==> config.mk <==
export PLATFORM = sky130hd
export DESIGN_NAME = reg_bank_flat
export DESIGN_NICKNAME = d
export VERILOG_FILES = /design/src/rtl/cpu_pkg.sv /design/src/rtl/reg_bank_if.sv /design/src/rtl/ctrl_reg.sv /design/src/rtl/reg_bank.sv /design/src/flat_wrapper.sv
export SDC_FILE = /design/constraint.sdc
export NUM_CORES = 1
export LEC_CHECK = 0
export ABC_AREA = 1
export CAP_MARGIN = 40
export CORE_MARGIN = 3
export CORE_UTILIZATION = 54
export CTS_CLUSTER_DIAMETER = 120
export DETAILED_ROUTE_END_ITERATION = 16
export GPL_TIMING_DRIVEN = 1
export PLACE_DENSITY = 0.8
export SYNTH_ARGS = -nofsm -noshare
export SYNTH_HDL_FRONTEND = slang
export SYNTH_HIERARCHICAL = 1
export SYNTH_SLANG_ARGS = --single-unit
==> constraint.sdc <==
create_clock -name clk -period 1.9 [get_ports clk]
set_input_delay 0.38 -clock clk [delete_from_list [all_inputs] [get_ports clk]]
set_output_delay 0.38 -clock clk [all_outputs]
set_load 0.01 [all_outputs]
==> src/rtl/cpu_pkg.sv <==
// rtl/cpu_pkg.sv - shared register-index map, bus-select codes and widths
// Common to the hardwired control unit and the datapath register bank.
package cpu_pkg;

  localparam int WIDTH  = 16;
  localparam int AWIDTH = 12;
  localparam int OWIDTH = 8;
  localparam int NREG   = 8;

  localparam int AR_IDX   = 0;
  localparam int PC_IDX   = 1;
  localparam int DR_IDX   = 2;
  localparam int AC_IDX   = 3;
  localparam int IR_IDX   = 4;
  localparam int TR_IDX   = 5;
  localparam int OUTR_IDX = 6;
  localparam int INPR_IDX = 7;

  typedef enum logic [2:0] {
    BUS_NONE = 3'd0,
    BUS_AR   = 3'd1,
    BUS_PC   = 3'd2,
    BUS_DR   = 3'd3,
    BUS_AC   = 3'd4,
    BUS_IR   = 3'd5,
    BUS_TR   = 3'd6,
    BUS_MEM  = 3'd7
  } bus_sel_e;

endpackage

==> src/rtl/reg_bank_if.sv <==
// rtl/reg_bank_if.sv - strobe/bus bundle between control unit and register bank
// master = control unit side, slave = reg_bank.
interface reg_bank_if
  import cpu_pkg::*;
#(
  parameter int WIDTH  = cpu_pkg::WIDTH,
  parameter int AWIDTH = cpu_pkg::AWIDTH,
  parameter int OWIDTH = cpu_pkg::OWIDTH
);

  logic [NREG-1:0]   ld;
  logic [NREG-1:0]   inr;
  logic [NREG-1:0]   clr;
  logic [2:0]        bus_sel;
  logic [WIDTH-1:0]  mem_rdata;
  logic [WIDTH-1:0]  ac_din;
  logic [OWIDTH-1:0] inpr_din;

  logic [WIDTH-1:0]  bus;
  logic [AWIDTH-1:0] ar_out;
  logic [WIDTH-1:0]  ir_out;
  logic [WIDTH-1:0]  ac_out;
  logic [WIDTH-1:0]  dr_out;
  logic [OWIDTH-1:0] outr_out;
  logic [OWIDTH-1:0] inpr_out;
  logic              conflict;

  modport master (
    output ld, inr, clr, bus_sel, mem_rdata, ac_din, inpr_din,
    input  bus, ar_out, ir_out, ac_out, dr_out, outr_out, inpr_out, conflict
  );

  modport slave (
    input  ld, inr, clr, bus_sel, mem_rdata, ac_din, inpr_din,
    output bus, ar_out, ir_out, ac_out, dr_out, outr_out, inpr_out, conflict
  );

endinterface

==> src/rtl/ctrl_reg.sv <==
// rtl/ctrl_reg.sv - one architectural register with clr > ld > inr > hold
// Increment wraps modulo 2^W.
module ctrl_reg #(
  parameter int W = 16
) (
  input  logic         clk,
  input  logic         rst_n,
  input  logic         clr,
  input  logic         ld,
  input  logic         inr,
  input  logic [W-1:0] din,
  output logic [W-1:0] q
);

  logic [W-1:0] val_q;
  logic [W-1:0] val_d;

  always_comb begin
    val_d = val_q;
    if (clr) begin
      val_d = '0;
    end else if (ld) begin
      val_d = din;
    end else if (inr) begin
      val_d = val_q + W'(1);
    end
  end

  always_ff @(posedge clk or negedge rst_n) begin
    if (!rst_n) begin
      val_q <= '0;
    end else begin
      val_q <= val_d;
    end
  end

  assign q = val_q;

endmodule

==> src/rtl/reg_bank.sv <==
// rtl/reg_bank.sv - eight-register datapath bank driving the common bus
// Optional sticky strobe-conflict flag: define REG_BANK_CONFLICT_EN.
module reg_bank
  import cpu_pkg::*;
#(
  parameter int WIDTH  = cpu_pkg::WIDTH,
  parameter int AWIDTH = cpu_pkg::AWIDTH,
  parameter int OWIDTH = cpu_pkg::OWIDTH
) (
  input  logic       clk,
  input  logic       reset,
  reg_bank_if.slave  bif
);

  logic [AWIDTH-1:0] ar_q;
  logic [AWIDTH-1:0] pc_q;
  logic [WIDTH-1:0]  dr_q;
  logic [WIDTH-1:0]  ac_q;
  logic [WIDTH-1:0]  ir_q;
  logic [WIDTH-1:0]  tr_q;
  logic [OWIDTH-1:0] outr_q;
  logic [OWIDTH-1:0] inpr_q;
  logic [WIDTH-1:0]  bus_d;

  // Loads sample the pre-edge bus, so a source loading itself simply holds.
  always_comb begin
    bus_d = '0;
    case (bif.bus_sel)
      BUS_NONE: bus_d = '0;
      BUS_AR:   bus_d = {{(WIDTH-AWIDTH){1'b0}}, ar_q};
      BUS_PC:   bus_d = {{(WIDTH-AWIDTH){1'b0}}, pc_q};
      BUS_DR:   bus_d = dr_q;
      BUS_AC:   bus_d = ac_q;
      BUS_IR:   bus_d = ir_q;
      BUS_TR:   bus_d = tr_q;
      BUS_MEM:  bus_d = bif.mem_rdata;
      default:  bus_d = '0;
    endcase
  end

  ctrl_reg #(.W(AWIDTH)) u_ar (
    .clk(clk), .rst_n(reset),
    .clr(bif.clr[AR_IDX]), .ld(bif.ld[AR_IDX]), .inr(bif.inr[AR_IDX]),
    .din(bus_d[AWIDTH-1:0]), .q(ar_q)
  );

  ctrl_reg #(.W(AWIDTH)) u_pc (
    .clk(clk), .rst_n(reset),
    .clr(bif.clr[PC_IDX]), .ld(bif.ld[PC_IDX]), .inr(bif.inr[PC_IDX]),
    .din(bus_d[AWIDTH-1:0]), .q(pc_q)
  );

  ctrl_reg #(.W(WIDTH)) u_dr (
    .clk(clk), .rst_n(reset),
    .clr(bif.clr[DR_IDX]), .ld(bif.ld[DR_IDX]), .inr(bif.inr[DR_IDX]),
    .din(bus_d), .q(dr_q)
  );

  ctrl_reg #(.W(WIDTH)) u_ac (
    .clk(clk), .rst_n(reset),
    .clr(bif.clr[AC_IDX]), .ld(bif.ld[AC_IDX]), .inr(bif.inr[AC_IDX]),
    .din(bif.ac_din), .q(ac_q)
  );

  ctrl_reg #(.W(WIDTH)) u_ir (
    .clk(clk), .rst_n(reset),
    .clr(bif.clr[IR_IDX]), .ld(bif.ld[IR_IDX]), .inr(bif.inr[IR_IDX]),
    .din(bus_d), .q(ir_q)
  );

  ctrl_reg #(.W(WIDTH)) u_tr (
    .clk(clk), .rst_n(reset),
    .clr(bif.clr[TR_IDX]), .ld(bif.ld[TR_IDX]), .inr(bif.inr[TR_IDX]),
    .din(bus_d), .q(tr_q)
  );

  ctrl_reg #(.W(OWIDTH)) u_outr (
    .clk(clk), .rst_n(reset),
    .clr(bif.clr[OUTR_IDX]), .ld(bif.ld[OUTR_IDX]), .inr(bif.inr[OUTR_IDX]),
    .din(bus_d[OWIDTH-1:0]), .q(outr_q)
  );

  ctrl_reg #(.W(OWIDTH)) u_inpr (
    .clk(clk), .rst_n(reset),
    .clr(bif.clr[INPR_IDX]), .ld(bif.ld[INPR_IDX]), .inr(bif.inr[INPR_IDX]),
    .din(bif.inpr_din), .q(inpr_q)
  );

`ifdef REG_BANK_CONFLICT_EN
  logic conflict_q;
  logic conflict_d;

  always_comb begin
    conflict_d = conflict_q |
                 (|((bif.clr & bif.ld) | (bif.clr & bif.inr) | (bif.ld & bif.inr)));
  end

  always_ff @(posedge clk or negedge reset) begin
    if (!reset) begin
      conflict_q <= 1'b0;
    end else begin
      conflict_q <= conflict_d;
    end
  end

  assign bif.conflict = conflict_q;
`else
  assign bif.conflict = 1'b0;
`endif

  assign bif.bus      = bus_d;
  assign bif.ar_out   = ar_q;
  assign bif.ir_out   = ir_q;
  assign bif.ac_out   = ac_q;
  assign bif.dr_out   = dr_q;
  assign bif.outr_out = outr_q;
  // INPR reaches the ALU directly rather than through the bus.
  assign bif.inpr_out = inpr_q;

endmodule

==> src/flat_wrapper.sv <==
// flat-port wrapper written by rule: the top's interface ports become plain ports
module reg_bank_flat import cpu_pkg::*;
#(
  parameter int WIDTH  = cpu_pkg::WIDTH,
  parameter int AWIDTH = cpu_pkg::AWIDTH,
  parameter int OWIDTH = cpu_pkg::OWIDTH
)
  (clk, reset, bif_ld, bif_inr, bif_clr, bif_bus_sel, bif_mem_rdata, bif_ac_din, bif_inpr_din, bif_bus, bif_ar_out, bif_ir_out, bif_ac_out, bif_dr_out, bif_outr_out, bif_inpr_out, bif_conflict);
  reg_bank_if #(.WIDTH(WIDTH), .AWIDTH(AWIDTH), .OWIDTH(OWIDTH)) bif_i ();
  input  logic clk;
  input  logic reset;
  input wire logic [$bits(bif_i.ld)-1:0] bif_ld;
  input wire logic [$bits(bif_i.inr)-1:0] bif_inr;
  input wire logic [$bits(bif_i.clr)-1:0] bif_clr;
  input wire logic [$bits(bif_i.bus_sel)-1:0] bif_bus_sel;
  input wire logic [$bits(bif_i.mem_rdata)-1:0] bif_mem_rdata;
  input wire logic [$bits(bif_i.ac_din)-1:0] bif_ac_din;
  input wire logic [$bits(bif_i.inpr_din)-1:0] bif_inpr_din;
  output wire logic [$bits(bif_i.bus)-1:0] bif_bus;
  output wire logic [$bits(bif_i.ar_out)-1:0] bif_ar_out;
  output wire logic [$bits(bif_i.ir_out)-1:0] bif_ir_out;
  output wire logic [$bits(bif_i.ac_out)-1:0] bif_ac_out;
  output wire logic [$bits(bif_i.dr_out)-1:0] bif_dr_out;
  output wire logic [$bits(bif_i.outr_out)-1:0] bif_outr_out;
  output wire logic [$bits(bif_i.inpr_out)-1:0] bif_inpr_out;
  output wire logic [$bits(bif_i.conflict)-1:0] bif_conflict;
  assign bif_i.ld = bif_ld;
  assign bif_i.inr = bif_inr;
  assign bif_i.clr = bif_clr;
  assign bif_i.bus_sel = bif_bus_sel;
  assign bif_i.mem_rdata = bif_mem_rdata;
  assign bif_i.ac_din = bif_ac_din;
  assign bif_i.inpr_din = bif_inpr_din;
  assign bif_bus = bif_i.bus;
  assign bif_ar_out = bif_i.ar_out;
  assign bif_ir_out = bif_i.ir_out;
  assign bif_ac_out = bif_i.ac_out;
  assign bif_dr_out = bif_i.dr_out;
  assign bif_outr_out = bif_i.outr_out;
  assign bif_inpr_out = bif_i.inpr_out;
  assign bif_conflict = bif_i.conflict;
  reg_bank #(.WIDTH(WIDTH), .AWIDTH(AWIDTH), .OWIDTH(OWIDTH)) u_core (.clk(clk), .reset(reset), .bif(bif_i));
endmodule
==> impl_metrics.tcl <==
set metrics [dict create \
    num_rows 46 \
    drv_cap 0 \
    grt_pass1_wl_mm 47.8 \
    wirelength_mm 30.7 \
    dp_hpwl_mm 22.4 \
    vias 10389 \
    path_delay_family "buffers and inverters" \
    worst_slew_pin_slew_ps 630 \
    final_area_um2 11800 \
    skew_ps 9.10 \
    cts-root-buf "clkbuf_16" \
    finalPower_mw 6.69 \
    avgSynthCellArea_um2 6.39 \
    area_growth_syn_to_layout_pct 33.6 \
    place_area_um2 11300 \
    min_period_over_period 0.988 \
    clkSinkCount 104 \
    via_per_inst 5.59 \
    cp_num_buf_inv 2 \
    fillers 1382 \
    crit_fanout 5 \
    crit_arrival_ps 1500 \
    first_global_vias 9181 \
    clockBufferDepth 2 \
    ys_ff_latch 104 \
    gp_congestion 1.01 \
    cp-end-kind "output pin" \
    outcome "complete, no violations" \
    drive_above_1_share 0.178 \
    slowest_delay_ps 540 \
    core_region_area_um2 16000 \
    worst_skew_pair.late_latency_ps 360 \
    synth_cell_type_count 30 \
    drc 0 \
    dr.pass1.iters 6 \
    powerDensity_nw_per_um2 565 \
    wire_per_inst_um 16.5 \
    period_needed_ps 1880 \
    synthCells 1388 \
    die_h_um 134 \
    grt_overflow 0 \
    final_antenna_net_count 0 \
    io_buffers 160 \
    yosysTopAreaCellShare 0.294 \
    fin_nets 1713 \
    cts_htree_levels 3 \
    netlist_area_um2 8860 \
    peakVddDrop_uv 405 \
    yosysTopAreaCell "dfrtp_1" \
    r2r_slack_ps 240 \
    leakagePower_nw 5.62 \
    fmax_mhz 533 \
    ys_seq_area_frac 0.294 \
    cp-start-kind "flip-flop" \
    antenna_found_initial 0 \
    fin_setup_tns_ps 0 \
    fin_cells 1857 \
    max_slew_margin 0.580 \
    hold_path.class "input pin to async pin" \
    cts_made_buffers 9 \
    final_max_slew_viol_count 0 \
    boundaryPins 162 \
    die_area_um2 18000 \
    syn-num-nets 1465 \
    first_iter_violations 1300 \
    finalSetupViolations 0 \
    crit_chain "buf_4, clkdlybuf4s50_1" \
    cts_tree "yes" \
    placed_cells 1820 \
    crit_type "flip-flop to output pin" \
    num_antenna_cells 0 \
    required_ps 1520 \
    grtUsageTotal 0.331 \
    die_w_um 134 \
    grt_max_degree 37 \
    finalHoldViolCount 0 \
    initial_core_util 0.554 \
    critical_path.slowest_cell "clkdlybuf4s50_1" \
    ys_warn_count 6 \
    synth.top_cells.by_area "dfrtp_1, nand2_1, nor2_1" \
    cts.reportedPaths.clkPinSlew_ps 80 \
]
## synth_stat cells (all sizes together)
library cell and instances:
o21bai 6, nand4 90, or2 6, nor3 6, nor2 314, xor2 30, conb 1, dfrtp 104
a21oi 8, o22ai 8, nand2 421, buf 47, ha 8, o31ai 14, nand3b 8, clkbuf 8
o21ai 71, inv 125, nand3 113
## routing by layer
layer,up-vias,share of wire,track usage
li1,4981,-,-
met1,4793,0.41,0.448
met2,537,0.47,0.533
met3,78,0.090,0.0499
met4,0,0.036,0.141
met5,-,0,0
## cells by family (layout without fill, tap and decap cells)
family,Yosys count,count (layout),share of synthesized area
adder cells (fa/ha/maj),8,8,0.0113
AND/OR/NAND/NOR,958,958,0.492
buffers and inverters,180,433,0.0992
XOR/XNOR,30,30,0.0296
AO/OA/AOI/OAI,107,107,0.0740
flip-flops,104,104,0.294
other,1,1,0.000423
## worst register-to-register path: stages, from the launching register on
cell and delay, ps:
dfrtp_1 390, buf_4 160, nand4_1 80, nand2_1 90
nor2_1 150, nand2_2 80, buf_4 190, nor2_1 150
nor2_1 60, o21ai_0 80, o21ai_0 100
## report_power, final
part           internal [mW]  total (mW)  switching [mW]
registers               2.38        2.57           0.194
clock network           1.04        1.97           0.932
logic                  0.966        2.16            1.19
total                   4.38        6.69            2.32
## layout by cell type, fill, tap and decap left out, types with 14 or more instances in the layout
cell type and instances:
buf_2 17, buf_4 113, clkdlybuf4s50_1 137, dfrtp_1 104, inv_1 108, nand2_1 396, nand2_2 25, nand3_1 98
nand3_2 15, nand4_1 90, nor2_1 265, nor2_2 35, nor2_4 14, o21ai_0 28, o21ai_1 41, o31ai_1 14
xor2_1 30
## path summary, 6_finish.rpt
kind	end	from	cells after the start
max in group asynchronous	u_core/u_ir/q[10]$_DFFE_PN0P_	reset	3
min in group clk	u_core/u_outr/q[7]$_DFFE_PN0P_	u_core/u_outr/q[7]$_DFFE_PN0P_	2
worst min-delay path	u_core/u_tr/q[1]$_DFFE_PN0P_	reset	2
worst max register to register	u_core/u_ir/q[3]$_DFFE_PN0P_	u_core/u_dr/q[3]$_DFFE_PN0P_	10
worst max-delay path	bif_dr_out[7]	u_core/u_dr/q[7]$_DFFE_PN0P_	2
worst min register to register	u_core/u_outr/q[7]$_DFFE_PN0P_	u_core/u_outr/q[7]$_DFFE_PN0P_	2
## area by class of cell
| type | count | area [µm²] | area share |
|---|---|---|---|
| Multi-Input combinational cell | 1104 | 5440 | 0.459 |
| Clock inverter | 6 | 67.6 | 0.00571 |
| Clock buffer | 10 | 229 | 0.0193 |
| Timing Repair Buffer | 292 | 2750 | 0.232 |
| Inverter | 125 | 487 | 0.0411 |
| Tap cell | 216 | 270 | 0.0228 |
| Sequential cell | 104 | 2600 | 0.220 |
## flip-flops by register name, summed over array words and instances (netlist names)
name,count
u_core/u_ac/q,16
u_core/u_ar/q,12
u_core/u_dr/q,16
u_core/u_inpr/q,8
u_core/u_ir/q,16
u_core/u_outr/q,8
u_core/u_pc/q,12
u_core/u_tr/q,16
## per-stage QoR
stage	worst slack (ps)	hold slack (ps)	utilization
2_1_floorplan	271	84.4	-
3_3_place_gp	-628	302	0.705
3_5_place_dp	-660	308	0.705
4_1_cts	-1.56	464	0.734
5_1_grt	-9.59	491	0.740
6_report	23.4	470	0.740
## what timing repair did
action / in CTS / in global routing
resized for setup: 82 / 19
buffers inserted: 8 / 9
cloned: 4 / 0
pin swaps: 14 / 7
endpoints found under the setup margin: 19 / 26
hold endpoints to repair: 17 / 0
hold buffers: 1 / 0
Power figures use the tool's default switching activity.
